<file path="config.mk">
export PLATFORM = sky130hd
export DESIGN_NAME = mux8_rr_collector
export DESIGN_NICKNAME = d
export VERILOG_FILES = /design/src/rtl/mux8_rr_collector.sv
export SDC_FILE = /design/constraint.sdc
export NUM_CORES = 1
export LEC_CHECK = 0
export BUFFER_PORTS_ARGS = -buffer_cell sky130_fd_sc_hd__buf_2
export CAP_MARGIN = 5
export CORE_UTILIZATION = 50
export CTS_CLUSTER_DIAMETER = 120
export DETAILED_ROUTE_END_ITERATION = 16
export HOLD_SLACK_MARGIN = 0.08
export PLACE_DENSITY = 0.85
export SLEW_MARGIN = 10
export SYNTH_ARGS = -nofsm -noshare
export SYNTH_HDL_FRONTEND = slang
export SYNTH_SLANG_ARGS = --single-unit
</file>
<file path="constraint.sdc">
create_clock -name clk_i -period 5.6 [get_ports clk_i]
set_input_delay 0.28 -clock clk_i [delete_from_list [all_inputs] [get_ports clk_i]]
set_output_delay 0.28 -clock clk_i [all_outputs]
set_load 0.02 [all_outputs]
</file>
<file path="src/rtl/mux8_rr_collector.sv">
// Eight-channel round-robin collector: merges eight valid/ready streams into one
// registered output stream tagged with the 3-bit source channel index.
module mux8_rr_collector #(
    parameter int unsigned DW = 8
) (
    input  logic            clk_i,
    input  logic            rst_ni,
    input  logic [7:0]      in_valid_i,
    input  logic [8*DW-1:0] in_data_i,
    output logic [7:0]      in_ready_o,
    output logic            out_valid_o,
    output logic [2:0]      out_sel_o,
    output logic [DW-1:0]   out_data_o,
    input  logic            out_ready_i
);

    logic            out_valid_q, out_valid_d;
    logic [2:0]      out_sel_q, out_sel_d;
    logic [DW-1:0]   out_data_q, out_data_d;
    logic [2:0]      ptr_q, ptr_d;

    logic            load;
    logic            grant_valid;
    logic [2:0]      grant_idx;
    logic [DW-1:0]   ch_data [8];

    for (genvar i = 0; i < 8; i++) begin : g_unpack
        assign ch_data[i] = in_data_i[i*DW +: DW];
    end

    assign load = ~out_valid_q | out_ready_i;

    // Search starts at ptr_q and wraps, so the channel after the last grant has priority.
    always_comb begin
        logic [2:0] idx;
        grant_valid = 1'b0;
        grant_idx   = 3'd0;
        idx         = 3'd0;
        for (int k = 0; k < 8; k++) begin
            idx = ptr_q + 3'(k);
            if (!grant_valid && in_valid_i[idx]) begin
                grant_valid = 1'b1;
                grant_idx   = idx;
            end
        end
    end

    always_comb begin
        in_ready_o = 8'h00;
        if (rst_ni && load && grant_valid) begin
            in_ready_o = 8'b1 << grant_idx;
        end
    end

    always_comb begin
        out_valid_d = out_valid_q;
        out_sel_d   = out_sel_q;
        out_data_d  = out_data_q;
        ptr_d       = ptr_q;
        if (load) begin
            if (grant_valid) begin
                out_valid_d = 1'b1;
                out_sel_d   = grant_idx;
                out_data_d  = ch_data[grant_idx];
                ptr_d       = grant_idx + 3'd1;
            end else begin
                out_valid_d = 1'b0;
            end
        end
    end

    always_ff @(posedge clk_i) begin
        if (!rst_ni) begin
            out_valid_q <= 1'b0;
            out_sel_q   <= 3'd0;
            out_data_q  <= '0;
            ptr_q       <= 3'd0;
        end else begin
            out_valid_q <= out_valid_d;
            out_sel_q   <= out_sel_d;
            out_data_q  <= out_data_d;
            ptr_q       <= ptr_d;
        end
    end

    assign out_valid_o = out_valid_q;
    assign out_sel_o   = out_sel_q;
    assign out_data_o  = out_data_q;

endmodule

</file>
==> Yosys cells after proc, flatten, opt, wreduce, memory -nomap -nowiden <==
Cells that the tools add are included.
{ "word_totals": {"ff_bits": 15, "input_bits": 75, "output_inout_bits": 20, "word_cells": 79} }
{ "op_classes": {"n_addsub": 8, "order_cmp": 9, "shifts": 1, "n_mux": 37, "n_bitwise": 3, "reduce_logical": 17} }
{ "ops": {"columns": ["operator", "n"], "rows": [
  ["$lt A3 B4 Y1 const B", 8],
  ["$bmux W1 S3", 8],
  ["$bmux W8 S3", 1],
  ["$mux W3", 8],
  ["$mux W8", 3],
  ["$mux W1", 17],
  ["$add A3 B3 Y3 const B", 4],
  ["$logic_and A1 B1 Y1", 9],
  ["$shl A1 B3 Y8 const A", 1],
  ["$logic_not A1 Y1", 7],
  ["$add A3 B1 Y3 const B", 2],
  ["$add A3 B2 Y3 const B", 2],
  ["$ge A4 B4 Y1 const B", 1],
  ["$not A3 Y4", 1],
  ["$reduce_and A2 Y1", 1],
  ["$not A1 Y1", 1],
  ["$or A1 B1 Y1", 1]
]} }

==> Longest topological paths before layout <==
Gate-level depths: netlist (run 1).
{ "depth": {"ltp_word": 28, "depth_mapped": 18, "ltp_nobuf": 13} }

==> Worst setup path after synthesis (run 1) <==
OpenSTA, ideal clock, no wires.
{ "synth_path": {"path_kind": "reg2out", "startpoint": "reg ptr_q[0]", "endpoint": "out in_ready_o[2]", "t_arrival_ns": 3.733, "t_required_ns": 5.320, "setup_slack_ns": 1.587, "path_stages_with_launch": 15, "n_path_buf": 4, "cell_sequence": "dfxtp_1 buf_6 inv_2 clkbuf_1 ha_1 buf_6 mux4_2 mux2_2 o22ai_4 nand4_4 or4_4 o211ai_2 buf_2 nand2_1 nor2_1"} }
{ "synth_via": {"elab_chain_len": 26, "word_cells_on_any_way": 56, "classes_between": "7 x add/sub; 1 x shift; 33 x mux; 15 x reduce/logical"} }
{ "synth_lines": {"columns": ["item", "line", "source"], "rows": [
  ["from (decl)", "20", "logic [2:0] ptr_q, ptr_d;"],
  ["from (signal assigned)", "82", "ptr_q <= ptr_d;"],
  ["branches (longest 25 deep; another with $add A3 B1 Y3)", null, null],
  ["$mux W8 *", "50", "if (rst_ni && load && grant_valid) begin"],
  ["to (decl)", "10", "output logic [7:0] in_ready_o,"]
]} }
Mark *: on every way between the ends. The select of a mux whose other input is x is not followed.

==> Worst setup path after layout (run 1) <==
{ "layout_path": {"startpoint": "reg ptr_q[0]", "endpoint": "out in_ready_o[7]"} }
The elaborated chain is that of the path after synthesis.

==> results of run 1 <==
==> kinds of logic (layout without fill, tap and decap cells) <==
family | after synthesis | after routing | share of synthesized area, %
AO/OA/AOI/OAI | 103 | 103 | 26.1
XOR/XNOR | 3 | 3 | 0.976
adder cells (fa/ha/maj) | 3 | 3 | 1.39
buffers and inverters | 30 | 109 | 5.62
flip-flops | 15 | 15 | 11.2
multiplexers | 73 | 73 | 36.3
AND/OR/NAND/NOR | 108 | 108 | 18.4
==> cell usage in the layout (no fill, tap or decap), types with 5 or more instances in the layout <==
cell type / netlist / final
nand3_1: 16 / 16
buf_4: 0 / 5
a221oi_1: 5 / 5
dfxtp_1: 15 / 15
buf_2: 7 / 94
o211ai_1: 7 / 7
nand2b_1: 5 / 5
a31oi_1: 8 / 8
nand2_1: 57 / 57
o21ai_0: 28 / 28
mux4_2: 18 / 18
a21oi_1: 23 / 23
nor2_1: 15 / 15
mux2_2: 12 / 12
mux2i_1: 40 / 40
==> registers in the layout (all words and copies together) (netlist names) <==
register / cells
out_valid_o: 1
out_data_o: 8
ptr_q: 3
out_sel_o: 3
==> cell type report <==
cell class / instances / area [um^2] / share of cell area (%)
multi-input combinational: 290 / 2240 / 69.9
timing repair buffer: 99 / 508 / 15.8
sequential: 15 / 300 / 9.36
tap: 70 / 87.6 / 2.73
clock buffer: 3 / 41.3 / 1.29
inverter: 6 / 22.5 / 0.702
clock inverter: 1 / 7.51 / 0.234
==> final timing paths <==
path | startpoint | to | depth (start not counted) | slack [ns]
min reg2reg | out_sel_o[1] | out_sel_o[1] | 1 | 0.50
min | out_ready_i | out_valid_o | 3 | 0.36
max | ptr_q[0] | in_ready_o[7] | 13 | 0.75
max reg2reg | ptr_q[0] | out_data_o[3] | 11 | 1.10
==> critical path: stages, from the launching register on <==
cell	delay, ns
dfxtp_1	0.35
inv_2	0.14
ha_1	0.83
mux4_2	0.61
mux2_2	0.34
o22ai_4	0.29
nand4_4	0.17
or4_4	0.53
o211ai_2	0.32
nand2_1	0.20
inv_1	0.10
ha_1	0.13
and3_1	0.14
buf_2	0.16
==> layer usage <==
layer  vias up  global-route usage (%)
met3        29                    1.85
met1      1399                    39.9
met4         0                    9.88
met5         -                       0
met2       196                    48.3
li1       1437                       -
==> power groups by stage <==
stage                     registers (uW)  clock network (uW)  logic [uW]
after CTS                            179                93.9        2150
after detailed placement             181                   0        2140
after global placement               179                   0        2100
after global routing                 184                98.1        2360
final                                181                94.0        2180
after floorplan                      209                   0        1730
==> stage by stage <==
stage | std cells | total power [uW] | setup WS [ns] | hold WS, ns
floorplan | 335 | 1940 | 1.59 | 0.418
global placement | 480 | 2280 | 1.14 | 0.479
detailed placement | 480 | 2320 | 1.06 | 0.490
CTS | 484 | 2420 | 0.770 | 0.359
global route | 484 | 2640 | 0.490 | 0.410
finish | 484 | 2450 | 0.753 | 0.362
==> out/metrics.cfg, run 1 <==
[status]
status = finished clean

[placed_design]
placed_area_um2 = 3160
port_buffers = 94
place_hpwl_um = 6080
place.gp.congestion = 0.868

[sta]
period_share_pct = 86.5
max_clock_freq_ghz = 0.206
hold_viol = 0
rsz0062_at_grt = no
finalSetupViolCount = 0
timing.slew.headroom_pct = 45.0
min_period_ns = 4.85
slew_viol_final = 0
finalClockSkew_ns = 0.00262
worst_pin_slew_ns = 0.823
tns_ns = 0

[clock_network]
postCtsHoldBufs = 0
htreeDepth = 1
insertion_delay_ns = 0.25
root_buffer = clkbuf_8
post_cts_buffers = 0
clk_pin_slew_ns = 0.07
cts_buffer_depth = 2
cts_resized = 0
cts_buffers = 3
cts_tree = done
cts_sinks = 15

[routing]
ant_nets = 0
wl_per_cell_um = 16.8
wl_met1_um = 3330
drtIter0Drc = 318
first_pass_iters = 5
drc_errors = 0
wl_um = 8140
dr_wl_met3_um = 646
vias = 3061
top_layer = met4
met2_length_um = 3930
vias_per_cell = 6.32

[power]
power_density_nw_per_um2 = 764
combPwrFrac_pct = 88.8
leakage_uw = 0.00143
power_switching_uw = 1380
clkPwrFrac_pct = 3.8
pwr-share-seq_pct = 7.4
swShare_pct = 56.4
internal-power_uw = 1070
vdd_ir_drop_max_v = 0.000447

[finish]
fin_nets = 493
syn2layout_area_growth_pct = 19.1
drive_above_1_share_pct = 35.5
fill_cells = 450
utilization_pct = 62.4
final_area_um2 = 3210
diodes = 0

[worst_setup_path]
crit_arrival_ns = 4.57
end_kind = output port
worstSetupPathType = reg -> out
cp.required_ns = 5.32
startpoint_type = flop
cp_max_fo = 17

[global_routing]
overflow = 0
grt_pass1_wl_um = 12900
grt_pass1_vias = 2757
grt_usage_pct = 28.9
grt_antenna_before_repair = 0
grt_max_degree = 32

[logic_synthesis]
async_reset_ff_share_pct = 0
yosysTopAreaCell = mux4_2
synth_edf_count = 0
ys.flop_type = dfxtp_1
synth.area.top_cells = mux4_2 15%, mux2i_1 15%, dfxtp_1 11%
yosysMostFrequentCell = nand2_1
ys_warn_count = 0
yosys_register_bits = 15
synth_common_cells = 57 x nand2_1, 40 x mux2i_1, 28 x o21ai_0, 23 x a21oi_1, 18 x mux4_2
syn-num-nets = 413
synthesis.area_um2 = 2690
syn_avg_cell_area_um2 = 8.04
synthCells = 335
ys_seq_area_share_pct = 11.2
synth_top_area_share_pct = 15.1
yosysUniqueCellTypes = 52

[die]
die_area_um2 = 5680
die_w_um = 75.4
start_util_pct = 52.4
num_rows = 26
ios = 95
die_y_um = 75.4
core-area_um2 = 5140

[job]
cap_violations = 0

[min_path]
hp-class = in -> reg

(Power assumes the default switching activity.)
==> inputs of run 2 (changes only) <==
--- a/config.mk
+++ b/config.mk
@@ -5,13 +5,14 @@
 export SDC_FILE = /design/constraint.sdc
 export NUM_CORES = 1
 export LEC_CHECK = 0
+export ABC_CLOCK_PERIOD_IN_PS = 5600
 export BUFFER_PORTS_ARGS = -buffer_cell sky130_fd_sc_hd__buf_2
 export CAP_MARGIN = 5
 export CORE_UTILIZATION = 50
-export CTS_CLUSTER_DIAMETER = 120
+export CTS_CLUSTER_DIAMETER = 50
 export DETAILED_ROUTE_END_ITERATION = 16
 export HOLD_SLACK_MARGIN = 0.08
-export PLACE_DENSITY = 0.85
+export PLACE_DENSITY = 0.86
 export SLEW_MARGIN = 10
 export SYNTH_ARGS = -nofsm -noshare
 export SYNTH_HDL_FRONTEND = slang
==> run 2 against run 1 <==
  * Sequential share of layout area stayed put
  * Clock power is 1% higher
  * Count of clock-buffer cells in the layout stayed put
  * Routed wire length is 1.6% lower
  * Flip-flop and latch count stayed put
  * Critical path depth is 1 lower
  * Clock skew is 0.0034 ns higher
  * First-iteration DRC count is 4.4% higher
  * Critical endpoint is now in_ready_o[0]
  * Largest cell class unchanged
==> out/metrics.cfg, run 2 (synthesized netlist as in run 1, its figures left out) <==
[sta]
min_period_ns = 4.79  ; was 4.85 ns
finalSetupViolCount = 0  ; unchanged
slew_viol_final = 0  ; unchanged
hold_viol = 0  ; unchanged
timing.slew.headroom_pct = 49.1  ; was 45.0%
max_clock_freq_ghz = 0.209  ; was 0.206 GHz
final.setup.worst_slack_ns = 0.809  ; was 0.753 ns
finalClockSkew_ns = 0.00598  ; was 0.00262 ns
worst_pin_slew_ns = 0.763  ; was 0.823 ns
tns_ns = 0  ; unchanged
rsz0062_at_grt = no  ; unchanged
period_share_pct = 85.6  ; was 86.5%

[die]
core-area_um2 = 5140  ; unchanged
die_y_um = 75.4  ; unchanged
die_w_um = 75.4  ; unchanged
ios = 95  ; unchanged
die_area_um2 = 5680  ; unchanged
start_util_pct = 52.4  ; unchanged
num_rows = 26  ; unchanged

[routing]
first_pass_iters = 7  ; was 5
vias_per_cell = 6.37  ; was 6.32
wl_um = 8010  ; was 8140 um
ant_nets = 0  ; unchanged
wl_per_cell_um = 16.5  ; was 16.8 um
drc_errors = 0  ; unchanged
drtIter0Drc = 332  ; was 318
vias = 3083  ; was 3061

[finish]
fin_cells = 484  ; unchanged
fin_nets = 493  ; unchanged
layout_commonest_cell = buf_2  ; unchanged
largest_reg_flops = 8  ; unchanged
final_cell_mix = 94 x buf_2, 57 x nand2_1, 40 x mux2i_1, 28 x o21ai_0, 23 x a21oi_1  ; unchanged
drive_above_1_share_pct = 35.5  ; unchanged
fill_cells = 482  ; was 450
diodes = 0  ; unchanged
final_area_um2 = 3210  ; unchanged
syn2layout_area_growth_pct = 19.1  ; unchanged

[placed_design]
port_buffers = 94  ; unchanged
pre_cts_ws_ns = 1.13  ; was 1.06 ns
placed_area_um2 = 3160  ; unchanged
place.gp.congestion = 0.906  ; was 0.868
dp_cells = 480  ; unchanged
place_hpwl_um = 6130  ; was 6080 um

[worst_setup_path]
worstSetupPathType = reg -> out  ; unchanged
crit_arrival_ns = 4.51  ; was 4.57 ns
startpoint_type = flop  ; unchanged
path_cells = inv_1, ha_1, buf_4, mux4_2, mux2_2, o22ai_4, o31a_1, a311o_1, o211a_2, nand2_1, nor2_1, buf_2  ; was inv_2, ha_1, mux4_2, mux2_2, o22ai_4, nand4_4, or4_4, o211ai_2, nand2_1, inv_1, ha_1, and3_1, buf_2
critPathTopFamily = compound AO/OA/AOI/OAI gates  ; was simple AND/OR/NAND/NOR gates
cp_max_fo = 31  ; was 17
rrSetupSlack_ns = 1.11  ; was 1.10 ns
crit_slowest_cell = dfxtp_1  ; was ha_1
slowest_delay_ns = 0.69  ; was 0.83 ns
cp.required_ns = 5.32  ; about the same
end_kind = output port  ; unchanged
cp_num_buf_inv = 3  ; unchanged

[job]
cap_violations = 0  ; unchanged

[global_routing]
grt_antenna_before_repair = 0  ; unchanged
grt_usage_pct = 28.4  ; was 28.9%
grt_max_degree = 32  ; unchanged
overflow = 0  ; unchanged
grt_pass1_wl_um = 12600  ; was 12900 um
grt_pass1_vias = 2740  ; was 2757

[clock_network]
root_buffer = clkbuf_8  ; unchanged
cts_resized = 0  ; unchanged
clk_pin_slew_ns = 0.07  ; about the same
htreeDepth = 1  ; unchanged
cts_buffer_depth = 2  ; unchanged
post_cts_buffers = 0  ; unchanged
insertion_delay_ns = 0.26  ; was 0.25 ns
cts_sinks = 15  ; unchanged
cts_buffers = 3  ; unchanged
cts_tree = done  ; unchanged
postCtsHoldBufs = 0  ; unchanged

[power]
power_density_nw_per_um2 = 765  ; was 764 nW/um^2
vdd_ir_drop_max_v = 0.000432  ; was 0.000447 V
leakage_uw = 0.00143  ; about the same

[min_path]
hp-class = in -> reg  ; unchanged

[status]
status = finished clean  ; unchanged

[run 2: cell counts in the layout (fill, tap and decap cells not counted)]
No cell type changed its count.
[run 2: cell type report]
class | instances | area [um^2] | share of cell area [%]
well taps | 70 | 87.6 | 2.73
inverters | 6 | 22.5 | 0.702
flip-flops and latches | 15 | 300 | 9.36
clock buffers | 3 | 41.3 | 1.29
multi-input cells | 290 | 2240 | 69.9
clock inverters | 1 | 7.51 | 0.234
repair buffers | 99 | 508 | 15.8
[run 2: per-layer routing]
layer  vias to the layer above  track usage (%)  share of wire, %
li1                       1437                -                 -
met4                         0             11.7               3.2
met3                        28             3.70               7.8
met1                      1438             38.6                41
met5                         -                0                 0
met2                       180             45.7                48
[run 2: worst paths after layout]
check / start / endpoint / depth (start not counted)
min reg2reg: out_sel_o[1] / out_sel_o[1] / 1
max: ptr_q[1] / in_ready_o[0] / 12
min: out_ready_i / out_valid_o / 3
max reg2reg: ptr_q[1] / out_data_o[6] / 12
[run 2: tightest hold or removal path: stages]
cell      delay (ns)
buf_2           0.08
nand2b_1        0.12
a21boi_0        0.10
[run 2: stage by stage]
step / total power (uW) / hold slack [ns] / utilization [%]
4_1_cts: 2420 / 0.362 / 62.4
3_5_place_dp: 2330 / 0.481 / 61.5
3_3_place_gp: 2280 / 0.481 / 61.5
2_1_floorplan: 1940 / 0.418 / -
5_1_grt: 2650 / 0.387 / 62.4
6_report: 2450 / 0.365 / 62.4
[run 2: report_power, final]
group | internal [uW] | leakage [uW] | switching [uW] | total, uW
registers | 150 | 0.000125 | 38.1 | 188
logic | 873 | 0.00129 | 1300 | 2170
clock network | 50.2 | 0.0000217 | 44.7 | 94.9
==> inputs of run 3 (changes only) <==
--- a/config.mk
+++ b/config.mk
@@ -8,11 +8,13 @@
 export ABC_CLOCK_PERIOD_IN_PS = 5600
 export BUFFER_PORTS_ARGS = -buffer_cell sky130_fd_sc_hd__buf_2
 export CAP_MARGIN = 5
-export CORE_UTILIZATION = 50
+export CELL_PAD_IN_SITES_DETAIL_PLACEMENT = 1
+export CELL_PAD_IN_SITES_GLOBAL_PLACEMENT = 1
+export CORE_UTILIZATION = 37
 export CTS_CLUSTER_DIAMETER = 50
 export DETAILED_ROUTE_END_ITERATION = 16
 export HOLD_SLACK_MARGIN = 0.08
-export PLACE_DENSITY = 0.86
+export PLACE_DENSITY = 0.89
 export SLEW_MARGIN = 10
 export SYNTH_ARGS = -nofsm -noshare
 export SYNTH_HDL_FRONTEND = slang
==> run 3 against run 2 <==
  * Critical endpoint is now in_ready_o[7]
  * Largest cell class unchanged
  * Critical path type unchanged
  * Largest power group unchanged
  * Power up 1.3%
  * Cell count up 5.6%
  * Highest routed layer unchanged
  * Critical path depth up 1
==> out/metrics.cfg, run 3 (synthesized netlist as in run 1, its figures left out) <==
[global_routing]
grt_pass1_vias = 3111  ; was 2740
grt_pass1_wl_um = 15000  ; was 12600 um
grt_max_degree = 32  ; unchanged
grt_usage_pct = 24.7  ; was 28.4%
overflow = 0  ; unchanged
grt_antenna_before_repair = 0  ; unchanged

[die]
start_util_pct = 39.0  ; was 52.4%
die_y_um = 87.3  ; was 75.4 um
num_rows = 30  ; was 26
die_w_um = 87.3  ; was 75.4 um
ios = 95  ; unchanged
core-area_um2 = 6910  ; was 5140 um^2
die_area_um2 = 7620  ; was 5680 um^2

[sta]
min_period_ns = 4.83  ; was 4.79 ns
tns_ns = 0  ; unchanged
slew_viol_final = 0  ; unchanged
hold_viol = 0  ; unchanged
timing.slew.headroom_pct = 45.4  ; was 49.1%
finalSetupViolCount = 0  ; unchanged
worst_pin_slew_ns = 0.819  ; was 0.763 ns
period_share_pct = 86.2  ; was 85.6%
max_clock_freq_ghz = 0.207  ; was 0.209 GHz
rsz0062_at_grt = no  ; unchanged
finalClockSkew_ns = 0.00435  ; was 0.00598 ns

[clock_network]
insertion_delay_ns = 0.26  ; about the same
postCtsHoldBufs = 0  ; unchanged
cts_sinks = 15  ; unchanged
cts_resized = 0  ; unchanged
root_buffer = clkbuf_8  ; unchanged
cts_buffers = 3  ; unchanged
cts_buffer_depth = 2  ; unchanged
htreeDepth = 1  ; unchanged
post_cts_buffers = 0  ; unchanged
clk_pin_slew_ns = 0.07  ; about the same
cts_tree = done  ; unchanged

[routing]
drc_errors = 0  ; unchanged
first_pass_iters = 4  ; was 7
drtIter0Drc = 189  ; was 332
vias = 3059  ; was 3083
vias_per_cell = 5.99  ; was 6.37
wl_um = 9470  ; was 8010 um
ant_nets = 0  ; unchanged
wl_per_cell_um = 18.5  ; was 16.5 um

[status]
status = finished clean  ; unchanged

[power]
power_density_nw_per_um2 = 766  ; was 765 nW/um^2
leakage_uw = 0.00144  ; was 0.00143 uW
vdd_ir_drop_max_v = 0.000255  ; was 0.000432 V
power_uw = 2490  ; was 2450 uW

[finish]
fin_nets = 494  ; was 493
syn2layout_area_growth_pct = 20.5  ; was 19.1%
drive_above_1_share_pct = 35.7  ; was 35.5%
diodes = 0  ; unchanged
final_cell_mix = 94 x buf_2, 57 x nand2_1, 40 x mux2i_1, 28 x o21ai_0, 23 x a21oi_1  ; unchanged
largest_reg_flops = 8  ; unchanged
layout_commonest_cell = buf_2  ; unchanged

[worst_setup_path]
crit_arrival_ns = 4.55  ; was 4.51 ns
end_kind = output port  ; unchanged
cp.required_ns = 5.32  ; about the same
cpMostUsedCell = ha_1
slowest_delay_ns = 0.81  ; was 0.69 ns
path_cells = inv_2, ha_1, mux4_2, mux2_4, o22ai_4, nand4_4, or4_4, o211ai_2, nand2_1, inv_1, ha_1, and3_1, buf_2  ; was inv_1, ha_1, buf_4, mux4_2, mux2_2, o22ai_4, o31a_1, a311o_1, o211a_2, nand2_1, nor2_1, buf_2
startpoint_type = flop  ; unchanged
critPathTopFamily = simple AND/OR/NAND/NOR gates  ; was compound AO/OA/AOI/OAI gates
crit_slowest_cell = ha_1  ; was dfxtp_1
worstSetupPathType = reg -> out  ; unchanged
cp_max_fo = 16  ; was 31
cp_num_buf_inv = 3  ; unchanged

[job]
cap_violations = 0  ; unchanged

[placed_design]
port_buffers = 94  ; unchanged
place.gp.congestion = 0.905  ; was 0.906
place_hpwl_um = 7250  ; was 6130 um

[min_path]
hp-class = in -> reg  ; unchanged

## run 3: power by group
group	leakage (uW)	switching (uW)	total (uW)	internal (uW)
Sequential	0.000125	21.5	172	150
Clock	0.0000255	43.0	92.4	49.4
Combinational	0.00129	1350	2220	872
Total	0.00144	1420	2490	1070
## run 3: worst paths after layout
path / end / depth (start not counted) / slack [ns] / from
setup / recovery: in_ready_o[7] / 13 / 0.77 / ptr_q[0]
hold / removal: out_valid_o / 3 / 0.38 / out_ready_i
setup reg to reg: out_data_o[6] / 11 / 1.07 / ptr_q[0]
hold reg to reg: out_sel_o[2] / 1 / 0.50 / out_sel_o[2]
## run 3: layout make-up
type | instances | area (um^2)
clock buffers | 3 | 41.3
flip-flops and latches | 15 | 300
clock inverters | 1 | 5.00
fillers | 923 | 3660
well taps | 96 | 120
multi-input cells | 290 | 2240
inverters | 6 | 22.5
repair buffers | 100 | 515
## run 3: worst register-to-register path, stage by stage (launching register included)
cell and delay [ns]:
dfxtp_1 0.34, inv_2 0.14, ha_1 0.81, mux4_2 0.60, mux2_4 0.32, o22ai_4 0.28
nand3_1 0.19, a211oi_2 0.26, o211a_2 0.74, mux2i_1 0.28, a221oi_1 0.33, a31oi_1 0.12
## run 3: metal layers
layer / GRT usage [%] / part of all wire (%) / vias up / wire (um)
li1: - / - / 1439 / -
met1: 32.0 / 43 / 1486 / 4070
met2: 44.1 / 50 / 120 / 4710
met3: 2.84 / 5.6 / 14 / 530
met4: 4.92 / 1.7 / 0 / 159
met5: 0 / 0 / - / 0
## run 3: stage by stage
| step | utilization (%) | instances | worst slack, ns | hold slack, ns | area [um^2] |
|---|---|---|---|---|---|
| final | 47.0 | 511 | 0.773 | 0.383 | 3250 |
| after global routing | 47.0 | 511 | 0.502 | 0.406 | 3250 |
| after CTS | 47.0 | 511 | 0.771 | 0.388 | 3250 |
| after detailed placement | 46.3 | 507 | 1.06 | 0.483 | 3200 |
| after global placement | 46.3 | 507 | 1.22 | 0.481 | 3200 |
| after floorplan | - | 335 | 1.59 | 0.418 | 2690 |
